===== src/rtl/alu_share_arbiter.sv =====
// Shares one combinational ALU between the EX stage (port 0) and the branch/address helper (port 1).
// Latency: request accepted in cycle N, result visible on rsp_* in cycle N+1 (one registered stage).
// Backpressure: a pending response blocks both request ports until rsp_ready, with same-cycle drain+refill.
module alu_share_arbiter #(
   parameter int DATA_WIDTH = 32,
   parameter int CTRL_WIDTH = 4,
   parameter bit FIXED_PRIO = 1'b0
) (
   input  logic                  clk,
   input  logic                  rst_n,
   input  logic                  req0_valid,
   output logic                  req0_ready,
   input  logic [DATA_WIDTH-1:0] req0_a,
   input  logic [DATA_WIDTH-1:0] req0_b,
   input  logic [CTRL_WIDTH-1:0] req0_ctrl,
   input  logic                  req1_valid,
   output logic                  req1_ready,
   input  logic [DATA_WIDTH-1:0] req1_a,
   input  logic [DATA_WIDTH-1:0] req1_b,
   input  logic [CTRL_WIDTH-1:0] req1_ctrl,
   output logic [DATA_WIDTH-1:0] alu_operand_a,
   output logic [DATA_WIDTH-1:0] alu_operand_b,
   output logic [CTRL_WIDTH-1:0] alu_control,
   input  logic [DATA_WIDTH-1:0] alu_result,
   input  logic                  alu_zero,
   output logic                  rsp_valid,
   input  logic                  rsp_ready,
   output logic                  rsp_id,
   output logic [DATA_WIDTH-1:0] rsp_result,
   output logic                  rsp_zero
);

   // All-ones control selects the ALU's default path, which yields zero.
   localparam logic [CTRL_WIDTH-1:0] ALU_CTRL_IDLE = '1;

   typedef struct packed {
      logic [DATA_WIDTH-1:0] a;
      logic [DATA_WIDTH-1:0] b;
      logic [CTRL_WIDTH-1:0] ctrl;
   } alu_req_t;

   alu_req_t req0_dat;
   alu_req_t req1_dat;
   alu_req_t alu_dat;

   logic can_issue;
   logic grant_vld;
   logic grant_id;
   logic last_grant;

   assign req0_dat = {req0_a, req0_b, req0_ctrl};
   assign req1_dat = {req1_a, req1_b, req1_ctrl};

   // The buffer slot is free if empty or being drained this very cycle.
   assign can_issue = !rsp_valid || rsp_ready;

   // Pick the winner: a lone requester wins; on conflict rotate away from the last winner,
   // or always favour port 0 when fixed priority is selected.
   always_comb begin
      grant_id = 1'b0;
      if (req0_valid && req1_valid) begin
         grant_id = FIXED_PRIO ? 1'b0 : ~last_grant;
      end else if (req1_valid) begin
         grant_id = 1'b1;
      end
   end

   assign grant_vld  = can_issue && (req0_valid || req1_valid);
   assign req0_ready = grant_vld && !grant_id;
   assign req1_ready = grant_vld && grant_id;

   // Steer the winner onto the ALU; park the ALU on its zero-producing default otherwise.
   always_comb begin
      alu_dat.a    = '0;
      alu_dat.b    = '0;
      alu_dat.ctrl = ALU_CTRL_IDLE;
      if (grant_vld) begin
         alu_dat = grant_id ? req1_dat : req0_dat;
      end
   end

   assign alu_operand_a = alu_dat.a;
   assign alu_operand_b = alu_dat.b;
   assign alu_control   = alu_dat.ctrl;

   // One-deep response buffer; priority pointer only moves on an actual transfer.
   always_ff @(posedge clk or negedge rst_n) begin
      if (!rst_n) begin
         rsp_valid  <= 1'b0;
         rsp_id     <= 1'b0;
         rsp_result <= '0;
         rsp_zero   <= 1'b0;
         last_grant <= 1'b1;
      end else if (grant_vld) begin
         rsp_valid  <= 1'b1;
         rsp_id     <= grant_id;
         rsp_result <= alu_result;
         rsp_zero   <= alu_zero;
         last_grant <= grant_id;
      end else if (rsp_ready) begin
         rsp_valid  <= 1'b0;
      end
   end

endmodule


===== config.mk =====
export PLATFORM = sky130hd
export DESIGN_NAME = alu_share_arbiter
export DESIGN_NICKNAME = d
export VERILOG_FILES = /design/src/rtl/alu_share_arbiter.sv
export SDC_FILE = /design/constraint.sdc
export NUM_CORES = 1
export LEC_CHECK = 0
export BUFFER_PORTS_ARGS = -buffer_cell sky130_fd_sc_hd__buf_2
export CAP_MARGIN = 20
export CORE_AREA = 2 2 108 110
export CTS_CLUSTER_SIZE = 30
export DETAILED_ROUTE_END_ITERATION = 6
export DIE_AREA = 0 0 110 112
export PLACE_DENSITY_LB_ADDON = 0.2
export SETUP_SLACK_MARGIN = 0.1
export SLEW_MARGIN = 20
export SYNTH_ARGS = -nofsm -noshare
export SYNTH_HDL_FRONTEND = slang
export SYNTH_SLANG_ARGS = --single-unit
export TNS_END_PERCENT = 1

===== constraint.sdc =====
create_clock -name clk -period 2.9 [get_ports clk]
set_clock_uncertainty 0.1 [all_clocks]
set_input_delay 0.58 -clock clk [delete_from_list [all_inputs] [get_ports clk]]
set_output_delay 0.58 -clock clk [all_outputs]
set_load 0.1 [all_outputs]

Yosys cells after proc, flatten, opt, wreduce, memory -nomap -nowiden
Cells that the tools add are included.
Storage, ports and cells
  register bits: 36
  output and inout bits: 105
Cells by class
  multiplexer cells: 6
  bitwise gates (word level): 1
  reductions and logical operators: 9
Operators by type and width (count)
  68-bit 2-to-1 mux: 2
  1-bit logical AND: 4
  1-bit 2-to-1 mux: 4
  1-bit zero test: 2
  1-bit logical OR: 2
  2-bit nonzero test: 1
  1-bit inverter: 1

Logic depth before layout (Yosys ltp)
Gate-level depths: netlist of the first run.
  word-level depth: 4
  depth in mapped cells: 6
  gate-level depth less buffers: 4

Least setup slack after synthesis of the first run
Ideal clock, no wire load.
  path kind: register -> output
  start point: reg rsp_valid
  end point: out alu_operand_a[22]
  arrival time: 2.617 ns
  data required time: 2.220 ns
  setup slack: -0.397 ns
  cell stages (with the launch flop): 6
  buffers on the path: 1
  path through: dfrtp_1 -> nand2b_4 -> nand3_2 -> inv_2 -> buf_2 -> a22o_1
Between the ends
  longest elaborated chain between the ends: 4
Ends and longest elaborated chain
  start, declared: line 26  | output logic rsp_valid,
  start signal, assigned: line 89  | rsp_valid <= 1'b0;
  start signal, assigned: line 95  | rsp_valid <= 1'b1;
  start signal, assigned: line 101  | rsp_valid <= 1'b0;
  1-bit zero test: line 55  | assign can_issue = !rsp_valid || rsp_ready;
  1-bit logical OR: line 55
  1-bit logical AND: line 68  | assign grant_vld = can_issue && (req0_valid || req1_valid);
  68-bit 2-to-1 mux: line 77  | if (grant_vld) begin
  end, declared: line 21  | output logic [DATA_WIDTH-1:0] alu_operand_a,
No other way between the ends.

Worst setup path after layout of the first run
  start point: reg last_grant
  end point: out alu_operand_b[10]
Between the ends
  longest elaborated chain between the ends: 4
Ends and longest elaborated chain
  start, declared: line 49  | logic last_grant;
  start signal, assigned: line 99  | last_grant <= grant_id;
  1-bit inverter: line 62  | grant_id = FIXED_PRIO ? 1'b0 : ~last_grant;
  1-bit 2-to-1 mux: line 61  | if (req0_valid && req1_valid) begin
  68-bit 2-to-1 mux: line 78  | alu_dat = grant_id ? req1_dat : req0_dat;
  68-bit 2-to-1 mux: line 77
  end, declared: line 22  | output logic [DATA_WIDTH-1:0] alu_operand_b,
No other way between the ends.

==> metrics, run 1 <==
Setup Fix Bufs, Post-CTS 0; Post-Synthesis Cells 168; Final min period 2.60 ns; number of global-route vias before repair approximately 2.7k; Die Span Y 112 um; final cell count without fillers 587; share of cells above drive strength 1 0.765; GPL Wtd Cong 0.798; Worst EP arrival between 1.5 and 2 ns; commonest non-fill, non-tap cell in the layout buf_2; count of pins over their slew limit 0; Layout area overhead 118%; Startpoint Class flip-flop; worst slew pin tran a little under 0.8 ns; Pint 1.59 mW; Resized cells post-CTS 0; Clock Power Share 0.185; final period utilization 0.896; #FFs+latches synth 36; Post-DRT Antenna Nets 0; GRT Residual Overflow 0; syn avg cell area 13.3 sq um; r2r setup slk ~1.2 ns; dpl cells 577; Min-Delay Path Class in2async; Syn. warnings 0; initial core utilization 0.200; num ports 279; initial DRC count ~160; largest net degree at the start of global routing 61; GRT Total Usage 0.163; VDD IR max roughly 0.0005 V; std cell rows 39; Netlist cell types 22; Inserted Clock Buffers 5; Area contributors post-synth dfrtp_1 39%, a22o_1 25%, mux2_4 20%, buf_8 2.7%, buf_2 2.0%; first-pass GRT wire length 15,100 um; sequential power share 0.189; Place WS 0.391 ns; 1st-pass router iterations 4; worst rel slew slack 0.476; P_leak 2.49 nW; required time of the critical path around 2.2 ns; DRC 0; synthesized area 0.00224 sq mm; R2R Path Start rsp_valid$_DFFE_PN0P_; Comb pwr share 0.625; initial antenna violation count 3; status finished clean; area leader, netlist dfrtp_1; via count roughly 2.6k; FF-to-FF End rsp_result[20]$_DFFE_PN0P_; post-DP HPWL 9090 um; TritonCTS clock tree yes; htree depth 2; Routed WL 10,700 um; final setup margin 0.301 ns; Switch Pwr around 1.7 mW; core area 0.0112 sq mm; Yosys top cell area share 0.392; Die W 110 um; clock latency on the worst-skew pair approximately 0.27 ns; Post-Syn Nets between 300 and 400; Seq/Total Area, Yosys 0.403; final hold violations 0; Clock Path Buffers 2; Final nets 615; Fin Hold WS between 0.2 and 0.3 ns; Port Buf Inserts between 200 and 300; Crit. End Element output pin; most frequent cells in the layout 213 x buf_2, 68 x buf_12, 54 x a22o_1, 35 x dfrtp_1, 30 x mux2_4; f_max 385 MHz; Setup Viol. Count Final 0; Hold Buf Count CTS 0; max_cap viols 0; vias per cell between 4 and 5; CTS root buf clkbuf_16; cells on worst reg2reg path 4; Crit Path Max Fanout 29; RSZ-0062 raised after global routing false; clock slew at reported path FFs 0.06 ns; critical path class reg2out; sw frac 0.510; clk sink count 36; Avg WL per Cell between 15 and 20 um; full die area about 0.012 sq mm; PD cells 663 mW/mm^2
-- worst max path at each step --
stage,start,to
floorplan,rsp_valid$_DFFE_PN0P_,alu_operand_a[22]
global route,last_grant$_DFFE_PN1P_,alu_operand_b[10]
global placement,req1_valid,alu_operand_b[3]
detailed placement,req1_valid,alu_operand_b[10]
finish,last_grant$_DFFE_PN1P_,alu_operand_b[10]
CTS,last_grant$_DFFE_PN1P_,alu_operand_b[10]
-- per-layer routing --
metal | routed length (um) | vias to the layer above | global-route usage
met4 | 187 | 2 | 0.0523
li1 | - | 1206 | -
met1 | 3830 | 1213 | 0.184
met2 | 5400 | 150 | 0.283
met3 | 1230 | 14 | 0.0574
met5 | 13 | - | 0
-- power by group through the flow --
| stage | registers (mW) | logic (mW) | clock network, mW |
|---|---|---|---|
| 4_1_cts | 0.615 | 2.04 | 0.618 |
| 2_1_floorplan | 1.12 | 0.916 | 0 |
| 5_1_grt | 0.623 | 2.08 | 0.642 |
| 3_5_place_dp | 0.618 | 2.04 | 0 |
| 3_3_place_gp | 0.619 | 2.03 | 0 |
| 6_report | 0.613 | 2.02 | 0.599 |
-- area by class of cell --
cell class / instances / area (sq um)
Fill cell: 1088 / 6290
Timing Repair Buffer: 283 / 2440
Multi-Input combinational cell: 113 / 1180
Sequential cell: 36 / 902
Tap cell: 143 / 179
Clock buffer: 6 / 129
Clock inverter: 2 / 35.0
Inverter: 2 / 7.51
Antenna cell: 2 / 5.00
-- kinds of logic after synthesis --
logic type	synth area share
buf+inv	0.0744
compound gates	0.280
simple gates	0.0213
flops	0.403
mux	0.221
-- sequential cells by signal, indices dropped and copies added, names as in the netlist --
register and cells:
rsp_result 32, rsp_valid 1, rsp_id 1, last_grant 1, rsp_zero 1
-- synth_stat cells --
| cell type | count |
|---|---|
| buf_2 | 9 |
| a21boi_2 | 1 |
| mux2_1 | 3 |
| o21a_1 | 1 |
| nand3_2 | 1 |
| nand2_1 | 1 |
| a21o_1 | 2 |
| buf_12 | 1 |
| nand2_2 | 1 |
| o22a_1 | 4 |
| dfstp_2 | 1 |
| buf_8 | 4 |
| nor2_1 | 2 |
| nand2b_1 | 1 |
| o21ai_0 | 1 |
| nand2b_4 | 1 |
| mux2_4 | 30 |
| inv_2 | 2 |
| mux2i_1 | 1 |
| a22o_1 | 63 |
| buf_6 | 3 |
| dfrtp_1 | 35 |
-- through the flow --
step / power [mW] / TNS, ns / instance area, sq um / util
after floorplan: 2.03 / -1.04 / 2250 / -
after global placement: 2.65 / 0 / 4710 / 0.422
after detailed placement: 2.66 / 0 / 4710 / 0.422
after CTS: 3.27 / 0 / 4880 / 0.436
after global routing: 3.35 / 0 / 4880 / 0.437
final: 3.24 / 0 / 4880 / 0.437
-- worst max-delay path: stages, from the launching register on --
cell      delay (ns)
dfstp_2         0.54
nand2b_1        0.12
nand3_2         0.13
inv_2           0.21
buf_12          0.21
a22o_1          0.23
buf_12          0.19
No activity file was read; power rests on OpenSTA's default activity.
==> run 2, diff against run 1 <==
clock period = 2.75 ns   (was 2.9 ns; I/O delays follow)
==> metrics, run 2 (synthesized netlist as in run 1, its figures left out) <==
status finished clean; Clock Path Buffers 2 (unchanged); clk sink count 36 (unchanged); P_leak 2.51 nW (+0.69%); CP Capture Point alu_operand_b[16]; PD cells 697 mW/mm^2 (+5.2%); worst rel slew slack 0.469 (-0.00757); Die Span Y 112 um (unchanged); core area 0.0112 sq mm (unchanged); GRT Residual Overflow 0 (unchanged); r2r setup slk 1.26 ns (+0.06 ns); required time of the critical path 2.10 ns (-0.12 ns); RSZ-0062 raised after global routing false; Setup Viol. Count Final 0 (unchanged); Layout area overhead 121%; TritonCTS clock tree yes; f_max 391 MHz; Hold Buf Count CTS 0 (unchanged); worst slew pin tran 0.797 ns (+0.0114 ns); Final Util 0.441 (+0.00437); dpl cells 577 (unchanged); GPL Wtd Cong 0.860 (+7.7%); Port Buf Inserts 278 (unchanged); final hold violations 0 (unchanged); std cell rows 39 (unchanged); clock latency on the worst-skew pair 0.27 ns (about the same); post-DP HPWL 9130 um (+0.37%); initial core utilization 0.200 (unchanged); Inserted Clock Buffers 5 (unchanged); Min-Delay Path Class in2async; initial antenna violation count 2 (-1); Fin Hold WS 0.263 ns (-0.0225 ns); Avg WL per Cell 18.7 um (+2.7%); GRT Total Usage 0.164 (+0.000780); Crit Path Max Fanout 32 (+10%); via count 2,612 (+1.0%); CTS root buf clkbuf_16; DRC 0 (unchanged); Largest register FFs 32 (unchanged); largest net degree at the start of global routing 65 (+6.6%); FF-to-FF End rsp_result[20]$_DFFE_PN0P_; Final min period between 2 and 3 ns; Die W 110 um (unchanged); critical path launch point last_grant$_DFFE_PN1P_; max_cap viols 0 (unchanged); Routed WL 11,000 um (+2.9%); count of pins over their slew limit 0 (unchanged); first-pass GRT wire length 15,200 um (+0.41%); Startpoint Class flip-flop; Largest Register rsp_result; Crit. End Element output pin; final setup margin 0.191 ns (-0.110 ns); htree depth 2 (unchanged); Final nets 616 (+0.16%); total chip power 3.44 mW (+6.2%); vias per cell 4.44 (+0.87%); cells on worst reg2reg path 4 (unchanged); Worst EP arrival 1.91 ns (about the same); clock slew at reported path FFs 0.06 ns (about the same); final cell count without fillers 588 (+0.17%); commonest non-fill, non-tap cell in the layout buf_2; VDD IR max 0.000490 V (+0.14%); Resized cells post-CTS 0 (unchanged); Place WS 0.219 ns (-0.171 ns); 1st-pass router iterations 4 (unchanged); initial DRC count 169 (+3.0%); most frequent cells in the layout 211 x buf_2, 69 x buf_12, 54 x a22o_1, 35 x dfrtp_1, 30 x mux2_4; critical path class reg2out; share of cells above drive strength 1 0.767 (+0.00279); # fillers 1,078 (-0.92%); full die area 0.0123 sq mm (unchanged); Setup Fix Bufs, Post-CTS 0 (unchanged); final period utilization 0.931; num ports 279 (unchanged); number of global-route vias before repair 2,614 (-1.8%); R2R Path Start rsp_valid$_DFFE_PN0P_; Post-DRT Antenna Nets 0 (unchanged)
[run 2: cell count changes in the layout (fill, tap and decap cells not counted), sizes merged]
cell      previous run  this run
clkinvlp             0         1
[run 2: area by class of cell]
type | count | area [sq um] | share of cell area
clock inverters | 3 | 42.5 | 0.00863
multi-input cells | 113 | 1180 | 0.240
clock buffers | 5 | 125 | 0.0254
well taps | 143 | 179 | 0.0363
diodes | 2 | 5.00 | 0.00101
inverters | 2 | 10.0 | 0.00203
flip-flops and latches | 36 | 902 | 0.183
repair buffers | 284 | 2480 | 0.504
[run 2: power by group]
group          total (mW)  switching [mW]  internal (mW)
Clock               0.638           0.213          0.425
Combinational        2.15            1.50          0.651
Sequential          0.646          0.0412          0.605
Total                3.44            1.76           1.68
[run 2: metal layers]
metal | global-route usage | part of all wire
met5 | 0 | 0
met4 | 0.0557 | 0.019
met1 | 0.191 | 0.37
met2 | 0.280 | 0.50
met3 | 0.0521 | 0.11
[run 2: worst min-delay path by stage]
stage | startpoint | end | slack [ns] | depth (start not counted)
floorplan | rst_n | rsp_id$_DFFE_PN0P_ | 0.15 | 0
global placement | rsp_id$_DFFE_PN0P_ | rsp_id$_DFFE_PN0P_ | 0.36 | 1
detailed placement | rsp_id$_DFFE_PN0P_ | rsp_id$_DFFE_PN0P_ | 0.37 | 1
CTS | rst_n | rsp_result[24]$_DFFE_PN0P_ | 0.29 | 1
global route | rst_n | rsp_result[24]$_DFFE_PN0P_ | 0.33 | 1
finish | rst_n | rsp_result[24]$_DFFE_PN0P_ | 0.26 | 1
[run 2: critical path: stages, from the launching register on]
cell and delay, ns:
dfstp_2 0.55, nand2b_1 0.12, nand3_2 0.14, inv_2 0.15, buf_12 0.20, a22o_1 0.27
buf_12 0.20
[run 2: metrics by stage]
stage	TNS, ns	instance area (sq um)
3_5_place_dp	0	4730
2_1_floorplan	-7.67	2250
6_report	0	4930
5_1_grt	0	4930
3_3_place_gp	0	4730
4_1_cts	0	4900
